**src/rtl/bram_region_reader_pkg.sv**
```systemverilog
// rtl/bram_region_reader_pkg.sv - shared types and constants for the BRAM region reader
package bram_region_reader_pkg;

    localparam int LOG2_INTERNAL_SIZE = 12;

    typedef enum logic [1:0] {
        READER_STATE_IDLE,
        READER_STATE_ISSUE,
        READER_STATE_DRAIN,
        READER_STATE_DONE
    } t_readerstate;

    typedef struct packed {
        logic [15:0] offset;
        logic [15:0] length;
    } bram_access_properties;

endpackage

```
**src/rtl/bram_region_reader_if.sv**
```systemverilog
// rtl/bram_region_reader_if.sv - control, BRAM read and stream signals of the region reader (BRAM_READER_REPEAT_EN adds repeat_cnt)
interface bram_region_reader_if #(
    parameter int WIDTH      = 512,
    parameter int LOG2_DEPTH = bram_region_reader_pkg::LOG2_INTERNAL_SIZE
);
    import bram_region_reader_pkg::*;

    logic                  start;
    bram_access_properties access;
`ifdef BRAM_READER_REPEAT_EN
    logic [15:0]           repeat_cnt;
`endif
    logic                  busy;
    logic                  done;
    logic                  bram_re;
    logic [LOG2_DEPTH-1:0] bram_raddr;
    logic [WIDTH-1:0]      bram_rdata;
    logic                  bram_rvalid;
    logic                  out_almostfull;
    logic                  out_rvalid;
    logic [WIDTH-1:0]      out_rdata;

    modport master (
        input  start, access, bram_rdata, bram_rvalid, out_almostfull,
`ifdef BRAM_READER_REPEAT_EN
        input  repeat_cnt,
`endif
        output busy, done, bram_re, bram_raddr, out_rvalid, out_rdata
    );

    modport slave (
        output start, access, bram_rdata, bram_rvalid, out_almostfull,
`ifdef BRAM_READER_REPEAT_EN
        output repeat_cnt,
`endif
        input  busy, done, bram_re, bram_raddr, out_rvalid, out_rdata
    );

endinterface

```
**src/rtl/bram_region_reader.sv**
```systemverilog
// rtl/bram_region_reader.sv - streams a contiguous BRAM region to a consumer (BRAM_READER_REPEAT_EN enables region replay)
module bram_region_reader
    import bram_region_reader_pkg::*;
#(
    parameter int WIDTH      = 512,
    parameter int LOG2_DEPTH = LOG2_INTERNAL_SIZE
) (
    input  logic                 clk,
    input  logic                 reset_n,
    bram_region_reader_if.master bus
);

    t_readerstate          r_state;
    logic [15:0]           r_offset;
    logic [15:0]           r_length;
    logic [15:0]           r_issued;
    logic [15:0]           r_received;
    logic [15:0]           r_pass;
    logic [15:0]           r_rx_pass;
    logic                  r_busy;
    logic                  r_done;
    logic                  r_bram_re;
    logic [LOG2_DEPTH-1:0] r_bram_raddr;
    logic                  r_out_rvalid;
    logic [WIDTH-1:0]      r_out_rdata;

    // Index of the final pass; a single pass when replay is not built in.
    logic [15:0]           w_rep_m1;
`ifdef BRAM_READER_REPEAT_EN
    logic [15:0]           r_rep_m1;
    assign w_rep_m1 = r_rep_m1;
`else
    assign w_rep_m1 = 16'd0;
`endif

    logic [15:0] w_addr_sum;
    logic        w_can_issue;
    logic        w_line_end;
    logic        w_last_issue;
    logic        w_issue_wrap;
    logic        w_accept;
    logic        w_rx_wrap;

    // Address arithmetic is 16 bit; the slice below gives the intended wrap modulo the BRAM depth.
    assign w_addr_sum   = r_offset + r_issued;
    assign w_can_issue  = (r_issued != r_length) && !bus.out_almostfull;
    assign w_line_end   = (r_issued == r_length - 16'd1);
    assign w_last_issue = w_line_end && (r_pass == w_rep_m1);
    assign w_issue_wrap = w_line_end && (r_pass != w_rep_m1);
    // Responses are only taken while an operation is active, so stale BRAM data is dropped.
    assign w_accept     = bus.bram_rvalid &&
                          ((r_state == READER_STATE_ISSUE) || (r_state == READER_STATE_DRAIN));
    assign w_rx_wrap    = (r_received == r_length - 16'd1) && (r_rx_pass != w_rep_m1);

    // Reader FSM, request generator, response counter and registered output stage.
    always_ff @(posedge clk or negedge reset_n) begin
        if (!reset_n) begin
            r_state      <= READER_STATE_IDLE;
            r_offset     <= '0;
            r_length     <= '0;
            r_issued     <= '0;
            r_received   <= '0;
            r_pass       <= '0;
            r_rx_pass    <= '0;
            r_busy       <= 1'b0;
            r_done       <= 1'b0;
            r_bram_re    <= 1'b0;
            r_bram_raddr <= '0;
            r_out_rvalid <= 1'b0;
            r_out_rdata  <= '0;
`ifdef BRAM_READER_REPEAT_EN
            r_rep_m1     <= '0;
`endif
        end else begin
            r_out_rvalid <= w_accept;
            if (w_accept) begin
                r_out_rdata <= bus.bram_rdata;
                if (w_rx_wrap) begin
                    r_received <= '0;
                    r_rx_pass  <= r_rx_pass + 16'd1;
                end else begin
                    r_received <= r_received + 16'd1;
                end
            end else if (r_state == READER_STATE_IDLE) begin
                r_out_rdata <= '0;
            end

            r_done    <= 1'b0;
            r_bram_re <= 1'b0;

            case (r_state)
                READER_STATE_IDLE: begin
                    if (bus.start) begin
                        r_offset   <= bus.access.offset;
                        r_length   <= bus.access.length;
                        r_issued   <= '0;
                        r_received <= '0;
                        r_pass     <= '0;
                        r_rx_pass  <= '0;
                        r_busy     <= 1'b1;
`ifdef BRAM_READER_REPEAT_EN
                        r_rep_m1   <= (bus.repeat_cnt == 16'd0) ? 16'd0 : bus.repeat_cnt - 16'd1;
`endif
                        if (bus.access.length == 16'd0) begin
                            r_state <= READER_STATE_DONE;
                            r_done  <= 1'b1;
                        end else begin
                            r_state <= READER_STATE_ISSUE;
                        end
                    end
                end
                READER_STATE_ISSUE: begin
                    if (w_can_issue) begin
                        r_bram_re    <= 1'b1;
                        r_bram_raddr <= w_addr_sum[LOG2_DEPTH-1:0];
                        if (w_issue_wrap) begin
                            r_issued <= '0;
                            r_pass   <= r_pass + 16'd1;
                        end else begin
                            r_issued <= r_issued + 16'd1;
                        end
                        if (w_last_issue) begin
                            r_state <= READER_STATE_DRAIN;
                        end
                    end
                end
                READER_STATE_DRAIN: begin
                    // received only reaches length in the final pass, when its last line is on out_rdata.
                    if (r_received == r_length) begin
                        r_state <= READER_STATE_DONE;
                        r_done  <= 1'b1;
                    end
                end
                READER_STATE_DONE: begin
                    r_state <= READER_STATE_IDLE;
                    r_busy  <= 1'b0;
                end
                default: begin
                    r_state <= READER_STATE_IDLE;
                end
            endcase
        end
    end

    assign bus.busy       = r_busy;
    assign bus.done       = r_done;
    assign bus.bram_re    = r_bram_re;
    assign bus.bram_raddr = r_bram_raddr;
    assign bus.out_rvalid = r_out_rvalid;
    assign bus.out_rdata  = r_out_rdata;

endmodule

```
**src/flat_wrapper.sv**
```systemverilog
// flat-port wrapper written by rule: the top's interface ports become plain ports
module bram_region_reader_flat import bram_region_reader_pkg::*;
#(
    parameter int WIDTH      = 512,
    parameter int LOG2_DEPTH = LOG2_INTERNAL_SIZE
)
  (clk, reset_n, bus_start, bus_access, bus_bram_rdata, bus_bram_rvalid, bus_out_almostfull, bus_busy, bus_done, bus_bram_re, bus_bram_raddr, bus_out_rvalid, bus_out_rdata);
  bram_region_reader_if #(.WIDTH(WIDTH), .LOG2_DEPTH(LOG2_DEPTH)) bus_i ();
  input  logic clk;
  input  logic reset_n;
  input wire logic [$bits(bus_i.start)-1:0] bus_start;
  input wire logic [$bits(bus_i.access)-1:0] bus_access;
  input wire logic [$bits(bus_i.bram_rdata)-1:0] bus_bram_rdata;
  input wire logic [$bits(bus_i.bram_rvalid)-1:0] bus_bram_rvalid;
  input wire logic [$bits(bus_i.out_almostfull)-1:0] bus_out_almostfull;
  output wire logic [$bits(bus_i.busy)-1:0] bus_busy;
  output wire logic [$bits(bus_i.done)-1:0] bus_done;
  output wire logic [$bits(bus_i.bram_re)-1:0] bus_bram_re;
  output wire logic [$bits(bus_i.bram_raddr)-1:0] bus_bram_raddr;
  output wire logic [$bits(bus_i.out_rvalid)-1:0] bus_out_rvalid;
  output wire logic [$bits(bus_i.out_rdata)-1:0] bus_out_rdata;
  assign bus_i.start = bus_start;
  assign bus_i.access = bus_access;
  assign bus_i.bram_rdata = bus_bram_rdata;
  assign bus_i.bram_rvalid = bus_bram_rvalid;
  assign bus_i.out_almostfull = bus_out_almostfull;
  assign bus_busy = bus_i.busy;
  assign bus_done = bus_i.done;
  assign bus_bram_re = bus_i.bram_re;
  assign bus_bram_raddr = bus_i.bram_raddr;
  assign bus_out_rvalid = bus_i.out_rvalid;
  assign bus_out_rdata = bus_i.out_rdata;
  bram_region_reader #(.WIDTH(WIDTH), .LOG2_DEPTH(LOG2_DEPTH)) u_core (.clk(clk), .reset_n(reset_n), .bus(bus_i));
endmodule
```
**config.mk**
```make
export PLATFORM = sky130hd
export DESIGN_NAME = bram_region_reader_flat
export DESIGN_NICKNAME = d
export VERILOG_FILES = /design/src/rtl/bram_region_reader_pkg.sv /design/src/rtl/bram_region_reader_if.sv /design/src/rtl/bram_region_reader.sv /design/src/flat_wrapper.sv
export SDC_FILE = /design/constraint.sdc
export NUM_CORES = 1
export LEC_CHECK = 0
export ABC_AREA = 0
export BUFFER_PORTS_ARGS = -buffer_cell sky130_fd_sc_hd__buf_2
export CAP_MARGIN = 5
export CORE_AREA = 2 2 418 420
export CTS_BUF_LIST = sky130_fd_sc_hd__clkbuf_8
export DETAILED_ROUTE_END_ITERATION = 8
export DIE_AREA = 0 0 420 422
export GPL_TIMING_DRIVEN = 0
export PLACE_DENSITY = 0.34
export REMOVE_ABC_BUFFERS = 1
export SYNTH_ARGS = -nofsm -noshare
export SYNTH_HDL_FRONTEND = slang
export SYNTH_SLANG_ARGS = --single-unit
```
**constraint.sdc**
```tcl
create_clock -name clk -period 3.13 [get_ports clk]
set_input_delay 0.626 -clock clk [delete_from_list [all_inputs] [get_ports clk]]
set_output_delay 0.626 -clock clk [all_outputs]
set_load 0.05 [all_outputs]
```
# Word level (Yosys, flattened, before mapping)
# Index checks and enable logic that the tools add are counted.
[totals]
latchBits = 0
register_bits = 622
mem_count = 0
output_inout_bits = 528
word_cells = 83
romBits = 0
ramBits = 0
[op_classes]
reduce_logical = 21
div_mod_pow = 0
add_sub_neg = 6
shifts = 0
order_cmp = 0
bitwise_logic = 0
n_mux = 31
multipliers = 0
n_eq_ne = 12
[ops]
columns = ["op", "count"]
rows = [
  ["512-bit two-way mux", 2],
  ["16-bit two-way mux", 13],
  ["16-bit by 1-bit adder with 16-bit output, second input constant", 4],
  ["16-bit one-hot mux with 2 select lines", 2],
  ["16-bit == test", 3],
  ["16-bit zero test", 2],
  ["16-bit nonzero test", 2],
  ["16-bit != test", 1],
  ["16-bit by 1-bit subtractor with 16-bit output, second input constant", 1],
  ["12-bit adder", 1],
  ["2-bit two-way mux", 5],
  ["2-bit one-hot mux with 4 select lines", 1],
  ["4-bit AND reduction", 2],
  ["1-bit two-way mux", 6],
  ["2-bit by 1-bit != test with 1-bit output, second input constant", 3],
  ["2-bit AND reduction", 3],
  ["2-bit nonzero test", 3],
  ["1-bit logical AND", 5],
  ["2-bit == test, second input constant", 2],
  ["2-bit != test, second input constant", 2],
  ["1-bit one-hot mux with 2 select lines", 2],
  ["3-bit AND reduction", 1],
  ["2-bit by 1-bit == test with 1-bit output, second input constant", 1],
  ["2-bit zero test", 1],
  ["2 further kinds", 2],
]

# Logic depth before layout (Yosys ltp)
[depth]
ltp_word = 7
ltp_mapped = 12
ltp_nobuf = 11

# Worst setup path after synthesis
# Ideal clock, no wire load.
[synth_timing]
path_type = "flip-flop to flip-flop"
from = "register u_core.r_length[0]"
to = "register u_core.r_rx_pass[11]"
setup_time_ns = 0.120
required_ns = 3.010
stages_incl_launch_ff = 12
arrival_time_ns = 2.961
setup_slack_ns = 0.049
path_cell_list = "dfrtp_1 > inv_1 > ha_1 > or4b_4 > buf_6 > o21ai_2 > nand4_1 > or3_1 > or4_4 > nor2_2 > a21oi_1 > a31o_2"
[synth_via]
elab_chain_cells = 7
[synth_rtl]
columns = ["item", "line_no", "text"]
rows = [
  ["from (decl)", "bram_region_reader.sv:15", "logic [15:0] r_length;"],
  ["from (signal assigned)", "bram_region_reader.sv:95", "r_length <= bus.access.length;"],
  ["16-bit by 1-bit subtractor with 16-bit output (*)", "bram_region_reader.sv:53", "assign w_rx_wrap = (r_received == r_length - 16'd1) && (r_rx_pass != w_rep_m1);"],
  ["16-bit == test (*)", "bram_region_reader.sv:53", ""],
  ["1-bit logical AND (*)", "bram_region_reader.sv:53", ""],
  ["16-bit two-way mux (*)", "bram_region_reader.sv:78", "if (w_rx_wrap) begin"],
  ["16-bit two-way mux (*)", "bram_region_reader.sv:76", "if (w_accept) begin"],
  ["16-bit two-way mux", "bram_region_reader.sv:93", "if (bus.start) begin"],
  ["16-bit two-way mux (*)", "bram_region_reader.sv:91", "case (r_state)"],
  ["to (signal assigned)", "bram_region_reader.sv:80", "r_rx_pass <= r_rx_pass + 16'd1;"],
  ["to (decl)", "bram_region_reader.sv:19", "logic [15:0] r_rx_pass;"],
]
# Mark *: on every way between the ends. The rest lies on a longest branch, timed or not.
# A chain may end at the register's enable or synchronous reset.

# Final worst setup path
# Ends and elaborated chain as after synthesis.

==> implementation parameters <==
Parameter                              Value

Drt
  Number of detailed-routing iterations run before antenna repair ... 5
  Routed metal-1 wire length ... 56,000 um
  Detailed-route wire length ... 134,000 um
  Detailed-route wire length per cell ... 19.0 um
  Top Metal Used ... met5
  Total vias in the final route ... 27,100
  Via-per-instance ratio ... 3.86
  Iteration-0 DRC Markers ... 1,876
  Remaining routing DRC violations ... 0
  Routed length on met3 ... 8600 um
  Met2 layer wire length in the routed design ... 65,400 um
  Number of routed nets with antenna violations ... 0

Clocking
  Worst-skew pair later-pin latency ... 0.90 ns
  Number of H-tree levels ... 4
  Clock-pin slew on the worst setup and hold paths ... 0.06 ns
  Clock buffer count from CTS ... 135
  Clock buffer depth ... 3
  Sink Count ... 622
  CTS tree ... done
  Cell chosen for the clock root ... sky130_fd_sc_hd__clkbuf_8

Critical path
  CP required ... 3.88 ns
  Critical path startpoint category ... register
  Biggest cell delay along the critical path ... 0.63 ns
  Crit Path Max Fanout ... 7
  Reg-to-reg slack, setup ... -0.003 ns
  Arrival time reported for the critical path endpoint ... 3.88 ns
  Nature of the critical path endpoint ... register
  Cells along the critical path ... inv_2 -> ha_4 -> or4b_4 -> buf_6 -> a2111o_1 -> nand2_1 -> nand4_1 -> or4_4 -> nor2_4 -> a21oi_2 -> a31o_2
  Critical path's slowest cell ... sky130_fd_sc_hd__or4_4
  Class of the most critical setup path ... register to register

Timing
  Smallest hold slack ... 0.147 ns
  Setup repair after global routing missed its margin ... yes
  Least-Margin Pin Slew ... 0.941 ns
  Number of max-slew violations in the final report ... 0
  Setup-failing EPs final ... 1
  Peak Freq ... 319 MHz
  Slew HR ... 0.367
  Post-layout minimum cycle time ... 3.13 ns
  Smallest setup slack after layout ... -0.00252 ns
  Ratio of final minimum period to clock period ... 1.00
  Number of hold-slack violations in the final timing report ... 0
  Setup clock skew after layout ... 0.0431 ns

Die
  I/O pin count ... 1,077
  Number of standard-cell rows in the floorplan ... 153
  Initial cell density of the core ... 0.154
  Chip Height ... 422 um
  Area of the die ... 177,000 um^2
  Core Region ... 173,000 um^2
  Chip Width ... 420 um

Place
  Post-place setup slack ... -0.756 ns
  Placed cell count ... 6,217
  HPWL after DPL ... 94,000 um
  Number of input and output port buffers inserted ... 1,072
  Routability-driven placement congestion ratio ... 0.886

Power and ir drop
  Static leakage ... 21.0 nW
  Power density over cell area ... 1040 nW/um^2
  Max rail drop VDD ... 0.619 mV

Yosys
  Number of enable-type register cells in the synthesized netlist ... 0
  Most instantiated flip-flop cell in the synthesis netlist ... sky130_fd_sc_hd__dfrtp_1
  Yosys Warn Count ... 0
  Post-synthesis average cell area ... 8.86 um^2
  Share of flip-flops with an asynchronous set or reset ... 1.00
  Number of distinct library cells after synthesis ... 69
  Part of the Yosys area used for sequential elements ... 0.583
  Netlist area before placement ... 26,700 um^2
  Synthesis-stage register bit count ... 622
  Synth Instances ... 3,012

Finish
  Share of post-route cells with drive strength above 1 ... 0.297
  Util after Layout ... 0.251
  Net count of the finished layout ... 5,182
  Area overhead of the layout relative to synthesis ... 62.6%
  Post-Layout Cell Count ... 7,034

Global routing
  Initial antenna violation count ... 27
  Via count of the first global-routing pass ... 27,900
  All-Layer GR Usage ... 0.145
  Global-route wire length before repair ... 190,000 um
  Largest net degree at the start of global routing ... 178
  Total grt overflow ... 0

Flow run
  MaxCap Viol Count ... 0

Hold path
  Class of the most critical hold timing path ... input port to register

Outcome
  Result of the run ... finished, violations left
  Violations in the final reports ... setup timing
## report_power, final
group          internal (W)  switching [W]
clock               0.00470        0.00417
sequential           0.0108        0.00175
combinational       0.00566         0.0180
total                0.0211         0.0239
## critical path: cells and delay by family, from the launching register on
family	cells	cell delay, ns
flip-flops	1	0.41
adder cells (fa/ha/maj)	1	0.14
AND/OR/NAND/NOR	5	1.62
AO/OA/AOI/OAI	3	0.57
buffers and inverters	2	0.22
## final cells by class
class	count	area (um^2)
Antenna cell	13	32.5
Clock buffer	163	2240
Clock inverter	60	318
Fill cell	19100	129000
Inverter	29	151
Multi-Input combinational cell	2150	10500
Sequential cell	622	15600
Tap cell	2325	2910
Timing Repair Buffer	1670	11700
Timing Repair inverter	2	17.5
## metrics by stage
stage	TNS, ns	power [W]	instance area [um^2]
2_1_floorplan	-3320.17	0.0239	25900
3_3_place_gp	-	0.0231	34100
3_5_place_dp	-99.01	0.0349	34700
4_1_cts	0	0.0453	43000
5_1_grt	-1.03	0.0479	43400
6_report	-0.00252	0.0450	43400
## flip-flops by register name, summed over array words and instances (netlist names), 2 cells and up
register / cells
u_core.r_pass: 16
u_core.bus.out_rdata: 512
u_core.r_state: 2
u_core.r_length: 16
u_core.bus.bram_raddr: 12
u_core.r_issued: 16
u_core.r_received: 16
u_core.r_rx_pass: 16
u_core.r_offset: 12
## path summary, 6_finish.rpt
kind                                               start                         to  cells past startpoint
worst max register to register        u_core.r_length[0]       u_core.r_rx_pass[11]                     11
max in group asynchronous                        reset_n   u_core.bus.out_rdata[70]                      5
min in group asynchronous                        reset_n   u_core.bus.bram_raddr[7]                      3
worst min-delay path                 bus_bram_rdata[459]  u_core.bus.out_rdata[459]                      3
worst max-delay path                  u_core.r_length[0]       u_core.r_rx_pass[11]                     11
worst min register to register  u_core.bus.bram_raddr[5]   u_core.bus.bram_raddr[5]                      2
## cell usage in the layout (no fill, tap or decap), drive strengths merged, types with 20 or more instances in the layout
| cell type | synthesis | final |
|---|---|---|
| nor3 | 20 | 20 |
| buf | 31 | 1132 |
| xnor2 | 65 | 65 |
| nand3 | 48 | 48 |
| nand2 | 1172 | 1172 |
| xor2 | 27 | 27 |
| and3 | 22 | 22 |
| clkbuf | 181 | 165 |
| nand4 | 24 | 24 |
| a21oi | 24 | 24 |
| dlygate4sd3 | 0 | 535 |
| nor2 | 73 | 74 |
| o21ai | 521 | 521 |
| ha | 22 | 22 |
| inv | 29 | 76 |
| dfrtp | 622 | 622 |
## cells by family after synthesis
kind of cell    count (synthesis)  share of synthesized area
flops                         622                      0.583
simple gates                 1423                      0.217
fa+ha+maj                      25                     0.0118
buf+inv                       241                     0.0353
compound gates                597                      0.118
mux                            12                    0.00455
xor+xnor                       92                     0.0302
## per-layer routing
metal  vias up  global-route usage
met5         -                   0
met4         4              0.0457
met3       214              0.0383
met2       798               0.240
met1     13000               0.182
li1      13100                   -
## repair_timing
item / in CTS / in global routing
hold buffers: 535 / 0
pin swaps: 10 / 22
setup endpoints to repair: 302 / 148
buffers inserted: 19 / 19
endpoints found under the hold margin: 727 / 0
cloned: 4 / 4
resized for setup: 32 / 42
## synth_stat cells (all sizes together) (17+ instances only)
cell | number | area (um^2)
a21oi | 24 | 120
and3 | 22 | 139
buf | 31 | 155
clkbuf | 181 | 679
dfrtp | 622 | 15600
ha | 22 | 275
inv | 29 | 109
nand2 | 1172 | 4400
nand3 | 48 | 240
nand4 | 24 | 150
nor2 | 73 | 277
nor3 | 20 | 120
nor4 | 17 | 113
o21ai | 521 | 2610
xnor2 | 65 | 569
xor2 | 27 | 236
(Power assumes the default switching activity.)
